<file path="config.mk">
export PLATFORM = sky130hd
export DESIGN_NAME = alu_cmd_sequencer_flat
export DESIGN_NICKNAME = d
export VERILOG_FILES = /design/src/rtl/alu_seq_pkg.sv /design/src/rtl/alu_cmd_sequencer_if.sv /design/src/rtl/alu_cmd_fifo.sv /design/src/rtl/alu_cmd_sequencer.sv /design/src/flat_wrapper.sv
export SDC_FILE = /design/constraint.sdc
export NUM_CORES = 1
export LEC_CHECK = 0
export CORE_MARGIN = 3
export CORE_UTILIZATION = 35
export CTS_CLUSTER_DIAMETER = 50
export CTS_CLUSTER_SIZE = 10
export DETAILED_ROUTE_END_ITERATION = 8
export SYNTH_ARGS = -nofsm -noshare
export SYNTH_HDL_FRONTEND = slang
export SYNTH_SLANG_ARGS = --single-unit
</file>
<file path="constraint.sdc">
create_clock -name clk -period 2.4 [get_ports clk]
set_input_delay 0.24 -clock clk [delete_from_list [all_inputs] [get_ports clk]]
set_output_delay 0.24 -clock clk [all_outputs]
set_load 0.005 [all_outputs]
</file>
<file path="src/rtl/alu_seq_pkg.sv">
// alu_seq_pkg: shared widths, queue depth and FSM states of the ALU command sequencer
package alu_seq_pkg;
    localparam int DATA_W = 4;
    localparam int OP_W   = 3;
    localparam int TAG_W  = 8;
    localparam int DEPTH  = 4;
    typedef enum logic [1:0] {IDLE, EXEC, RESP} state_t;
endpackage

</file>
<file path="src/rtl/alu_cmd_sequencer_if.sv">
// alu_cmd_sequencer_if: command, ALU drive and response signals of the sequencer
interface alu_cmd_sequencer_if;
    import alu_seq_pkg::*;
    logic              cmdValid;
    logic              cmdReady;
    logic [DATA_W-1:0] cmdOperandA;
    logic [DATA_W-1:0] cmdOperandB;
    logic [OP_W-1:0]   cmdAluOp;
    logic [DATA_W-1:0] aluOperandA;
    logic [DATA_W-1:0] aluOperandB;
    logic [OP_W-1:0]   aluOp;
    logic [DATA_W-1:0] aluResult;
    logic              rspValid;
    logic              rspReady;
    logic [DATA_W-1:0] rspResult;
    logic [TAG_W-1:0]  rspTag;
    logic              busy;
    modport master (
        output cmdValid, cmdOperandA, cmdOperandB, cmdAluOp, aluResult, rspReady,
        input  cmdReady, aluOperandA, aluOperandB, aluOp, rspValid, rspResult, rspTag, busy
    );
    modport slave (
        input  cmdValid, cmdOperandA, cmdOperandB, cmdAluOp, aluResult, rspReady,
        output cmdReady, aluOperandA, aluOperandB, aluOp, rspValid, rspResult, rspTag, busy
    );
endinterface

</file>
<file path="src/rtl/alu_cmd_fifo.sv">
// alu_cmd_fifo: synchronous command FIFO with occupancy count and flush
module alu_cmd_fifo #(
    parameter int W     = 11,
    parameter int DEPTH = 4
) (
    input  logic         clk,
    input  logic         rst_n,
    input  logic         flush,
    input  logic         push,
    input  logic [W-1:0] wdata,
    input  logic         pop,
    output logic [W-1:0] rdata,
    output logic         full,
    output logic         empty
);
    localparam int AW = $clog2(DEPTH);
    localparam int CW = AW + 1;
    logic [W-1:0]  mem [DEPTH];
    logic [AW-1:0] wr_ptr;
    logic [AW-1:0] rd_ptr;
    logic [CW-1:0] count;
    logic          do_push;
    logic          do_pop;
    assign full    = count == CW'(DEPTH);
    assign empty   = count == '0;
    assign rdata   = mem[rd_ptr];
    assign do_push = push && !full && !flush;
    assign do_pop  = pop && !empty && !flush;
    // Pointers wrap naturally at DEPTH; a full FIFO refuses a push even when popped
    always_ff @(posedge clk or negedge rst_n) begin
        if (!rst_n) begin
            wr_ptr <= '0;
            rd_ptr <= '0;
            count  <= '0;
        end else if (flush) begin
            wr_ptr <= '0;
            rd_ptr <= '0;
            count  <= '0;
        end else begin
            wr_ptr <= wr_ptr + AW'(do_push);
            rd_ptr <= rd_ptr + AW'(do_pop);
            count  <= count + CW'(do_push) - CW'(do_pop);
        end
    end
    // Storage is not reset; occupancy alone says which entries are valid
    always_ff @(posedge clk) begin
        if (do_push) mem[wr_ptr] <= wdata;
    end
endmodule

</file>
<file path="src/rtl/alu_cmd_sequencer.sv">
// alu_cmd_sequencer: queues ALU commands, drives the ALU and returns tagged results in order
module alu_cmd_sequencer
    import alu_seq_pkg::*;
#(
    parameter int DEPTH = alu_seq_pkg::DEPTH
) (
    input logic               clk,
    input logic               rst_n,
    input logic               flush,
    alu_cmd_sequencer_if.slave bus
);
    localparam int W = 2 * DATA_W + OP_W;
    state_t           state;
    logic [TAG_W-1:0] tag;
    logic [W-1:0]     head;
    logic             full;
    logic             empty;
    logic             pop;
    assign bus.cmdReady = rst_n && !full;
    assign bus.busy     = state != IDLE || !empty;
    assign pop          = !flush && !empty && (state == IDLE || (state == RESP && bus.rspReady));
    alu_cmd_fifo #(.W(W), .DEPTH(DEPTH)) u_fifo (
        .clk   (clk),
        .rst_n (rst_n),
        .flush (flush),
        .push  (bus.cmdValid && bus.cmdReady),
        .wdata ({bus.cmdOperandA, bus.cmdOperandB, bus.cmdAluOp}),
        .pop   (pop),
        .rdata (head),
        .full  (full),
        .empty (empty)
    );
    // Issue the FIFO head, capture its result with the next tag, hold it until consumed
    always_ff @(posedge clk or negedge rst_n) begin
        if (!rst_n) begin
            state           <= IDLE;
            tag             <= '0;
            bus.aluOperandA <= '0;
            bus.aluOperandB <= '0;
            bus.aluOp       <= '0;
            bus.rspValid    <= 1'b0;
            bus.rspResult   <= '0;
            bus.rspTag      <= '0;
        end else if (flush) begin
            state        <= IDLE;
            bus.rspValid <= 1'b0;
        end else begin
            if (pop) {bus.aluOperandA, bus.aluOperandB, bus.aluOp} <= head;
            case (state)
                IDLE: state <= empty ? IDLE : EXEC;
                EXEC: begin
                    bus.rspResult <= bus.aluResult;
                    bus.rspTag    <= tag;
                    bus.rspValid  <= 1'b1;
                    tag           <= tag + 1'b1;
                    state         <= RESP;
                end
                RESP: if (bus.rspReady) begin
                    bus.rspValid <= 1'b0;
                    state        <= empty ? IDLE : EXEC;
                end
                default: state <= IDLE;
            endcase
        end
    end
endmodule
</file>
<file path="src/flat_wrapper.sv">
// flat-port wrapper written by rule: the top's interface ports become plain ports
module alu_cmd_sequencer_flat import alu_seq_pkg::*;
#(
    parameter int DEPTH = alu_seq_pkg::DEPTH
)
  (clk, rst_n, flush, bus_cmdValid, bus_cmdOperandA, bus_cmdOperandB, bus_cmdAluOp, bus_aluResult, bus_rspReady, bus_cmdReady, bus_aluOperandA, bus_aluOperandB, bus_aluOp, bus_rspValid, bus_rspResult, bus_rspTag, bus_busy);
  alu_cmd_sequencer_if bus_i ();
  input logic clk;
  input logic rst_n;
  input logic flush;
  input wire logic [$bits(bus_i.cmdValid)-1:0] bus_cmdValid;
  input wire logic [$bits(bus_i.cmdOperandA)-1:0] bus_cmdOperandA;
  input wire logic [$bits(bus_i.cmdOperandB)-1:0] bus_cmdOperandB;
  input wire logic [$bits(bus_i.cmdAluOp)-1:0] bus_cmdAluOp;
  input wire logic [$bits(bus_i.aluResult)-1:0] bus_aluResult;
  input wire logic [$bits(bus_i.rspReady)-1:0] bus_rspReady;
  output wire logic [$bits(bus_i.cmdReady)-1:0] bus_cmdReady;
  output wire logic [$bits(bus_i.aluOperandA)-1:0] bus_aluOperandA;
  output wire logic [$bits(bus_i.aluOperandB)-1:0] bus_aluOperandB;
  output wire logic [$bits(bus_i.aluOp)-1:0] bus_aluOp;
  output wire logic [$bits(bus_i.rspValid)-1:0] bus_rspValid;
  output wire logic [$bits(bus_i.rspResult)-1:0] bus_rspResult;
  output wire logic [$bits(bus_i.rspTag)-1:0] bus_rspTag;
  output wire logic [$bits(bus_i.busy)-1:0] bus_busy;
  assign bus_i.cmdValid = bus_cmdValid;
  assign bus_i.cmdOperandA = bus_cmdOperandA;
  assign bus_i.cmdOperandB = bus_cmdOperandB;
  assign bus_i.cmdAluOp = bus_cmdAluOp;
  assign bus_i.aluResult = bus_aluResult;
  assign bus_i.rspReady = bus_rspReady;
  assign bus_cmdReady = bus_i.cmdReady;
  assign bus_aluOperandA = bus_i.aluOperandA;
  assign bus_aluOperandB = bus_i.aluOperandB;
  assign bus_aluOp = bus_i.aluOp;
  assign bus_rspValid = bus_i.rspValid;
  assign bus_rspResult = bus_i.rspResult;
  assign bus_rspTag = bus_i.rspTag;
  assign bus_busy = bus_i.busy;
  alu_cmd_sequencer #(.DEPTH(DEPTH)) u_core (.clk(clk), .rst_n(rst_n), .flush(flush), .bus(bus_i));
endmodule
</file>
==> results.tsv <==
metric	value	unit
fin_skew	6.82	ps
synth_fa_ha_area_share	2.46	%
clock_latency	340	ps
cp.arrival	2460	ps
p_leak	1.66	nW
synthTopCellsByArea	edfxtp_1 39%, dfrtp_1 31%, mux4_2 7.4%	
path_class	reg -> reg	
worstPathCellList	nor2b_1 -> or4_4 -> inv_1 -> ha_1 -> inv_1 -> ha_1 -> inv_1 -> fa_1 -> xnor2_1 -> nor2_1	
path_max_fanout	5	
track_usage	11.3	%
dr_total_vias	1732	
holdWs	6.92	ps
cts_buffer_depth	2	
synthXorXnorAreaFrac	2.87	%
synth_top_family_by_area	multiplexers	
synth.area.mux_share	16.3	%
r2r_cells	10	
ir_worst_vdd	0.315	mV
reg2reg_slack	170	ps
die_area	10800	um2
path_common_cell	inv_1	
cts_root_buffer	clkbuf_8	
synth.distinct_cells	30	
io_buffers	45	
status	completed	
synth-seq-cells	85	
dieWidth	104	um
hold_violations	0	
fill_cells	840	
p_per_area	993	nW/um2
first_iter_violations	62	
grt_first_pass_wirelength	9290	um
synth_compound_area_share	0.298	%
max_slew_margin	58.6	%
period_share	92.8	%
fmax	449	MHz
ctsHtreeMaxLevel	3	
synthDominantCellAreaShare	39.3	%
r2r_start	u_core.state[1]	
rsz0062_at_grt	false	
synth_warnings	0	
avgSynthCellArea	18.2	um2
path_delay_family	adder cells	
drv_slew	0	
design_area	4230	um2
regToRegEndpoint	u_core.u_fifo.count[2]	
finalPower	0.00420	W
worst_path_max_delay_cell	dfrtp_1	
end_kind	register	
wl	5690	um
worst_ep_required_time	2630	ps
drtPass1Iterations	4	
worst_pin_slew	620	ps
final_nets	274	
max_stage_delay	430	ps
grt_max_degree	42	
period_needed	2230	ps
crit_buf_inv	3	
cp-start-kind	register	
postCtsHoldBufs	0	
synth_nets	211	
grt_pass1_vias	1804	
overflow	0	
areaGrowthSynthToFinish	25.9	%
seq_area_frac_synth	69.9	%
cts.sinks	85	
dpl-instance-area	4030	um2
postSynthCellCount	185	
fin_cells	382	
fp.dieH	104	um
maxCapViolCount	0	
synth_area	3360	um2
setup_viol	0	
synth-simple-area-share	6.00	%
core_region_area	9280	um2
diodes	0	
final_antenna_net_count	0	
cts_tree	built	
clkTransAtPathRegs	80	ps
placementRows	35	
drc	0	
placed_cells	365	
synth_area_leader_cell	edfxtp_1	
io_pins	46	
routed_via_density	4.53	
fin_util	45.5	%
final_layout_size_suffix_gt1_share	27.3	%
numCtsBuffers	9	
gp_congestion	0.719	
start_util	36.2	%
hpwl	3790	um
wl_per_cell	14.9	um
grt_antenna_before_repair	0	
hp-class	in -> async	
==> cell usage in the layout, fill, tap and decap left out, drive strengths merged, types with 5 or more instances in the layout <==
cell type       n
dfrtp          41
nor2b           5
mux2           24
xnor2           9
buf            15
nor2            5
clkbuf         13
edfxtp         44
ha              5
clkdlybuf4s50  44
inv             7
mux4           11
==> flip-flops by register name (all words and copies together), names as in the netlist <==
name and cells:
u_core.u_fifo.count 3, u_core.bus.aluOperandB 4, u_core.bus.aluOperandA 4, u_core.u_fifo.rd_ptr 2, u_core.bus.rspTag 8, u_core.state 2
u_core.bus.rspResult 4, u_core.bus.rspValid 1, u_core.tag 8, u_core.u_fifo.mem 44, u_core.u_fifo.wr_ptr 2, u_core.bus.aluOp 3
==> worst max-delay path by stage <==
stage | start | to | cells past startpoint
6_report | u_core.state[1] | u_core.u_fifo.count[2] | 10
4_1_cts | u_core.u_fifo.count[1] | u_core.u_fifo.count[2] | 10
3_3_place_gp | bus_rspReady | u_core.u_fifo.count[2] | 11
5_1_grt | u_core.state[1] | u_core.u_fifo.count[2] | 10
3_5_place_dp | bus_rspReady | u_core.u_fifo.count[2] | 11
2_1_floorplan | u_core.state[1] | u_core.u_fifo.count[2] | 12
==> cell usage after synthesis <==
library cell and number:
edfxtp_1 44, dfrtp_1 41, mux2_2 16, mux4_2 11, xnor2_1 9, mux2_4 8, ha_1 5, inv_1 5
nor2_1 5, nor2b_1 5, buf_2 3, nand2_1 3, nand3_1 3, nor3_1 3, nor3b_1 3, a21oi_1 2
and2_1 2, and3_1 2, nand2b_1 2, nand4_1 2, xor2_1 2, and4_1 1, buf_1 1, buf_12 1
buf_6 1, clkbuf_1 1, fa_1 1, nand4b_1 1, or3b_2 1, or4_4 1
==> stage by stage <==
stage	TNS [ps]	setup WS, ps
final	0	174
after global routing	0	3.03
after floorplan	0	16.0
after global placement	-3.90	-3.90
after CTS	0	147
after detailed placement	-46.1	-46.1
==> power breakdown <==
part           internal (W)  switching [W]
Sequential          0.00179       0.000204
Clock              0.000469       0.000488
Combinational      0.000856       0.000393
==> layout make-up <==
cell class / instances / area, um2 / share of cell area [%]
flip-flops and latches: 85 / 2350 / 55.5
multi-input cells: 88 / 948 / 22.4
repair buffers: 59 / 563 / 13.3
clock buffers: 13 / 170 / 4.02
well taps: 129 / 161 / 3.82
inverters: 5 / 18.8 / 0.444
clock inverters: 3 / 17.5 / 0.414
==> kinds of logic after synthesis <==
| group | Yosys count |
|---|---|
| compound gates | 2 |
| xor+xnor | 11 |
| fa+ha+maj | 6 |
| buf+inv | 12 |
| flops | 85 |
| mux | 35 |
| simple gates | 34 |
==> repair_timing <==
action | 4_1_cts | 5_1_grt
setup buffers | 0 | 1
gates resized for setup | 0 | 1
setup endpoints to repair | 0 | 1
==> routing by layer <==
layer / track usage (%) / up-vias / routed length (um)
met2: 18.0 / 33 / 2820
met3: 3.48 / 7 / 216
met5: 0 / - / 0
li1: - / 811 / -
met4: 5.13 / 0 / 81
met1: 14.1 / 881 / 2570
(Power assumes the default switching activity.)
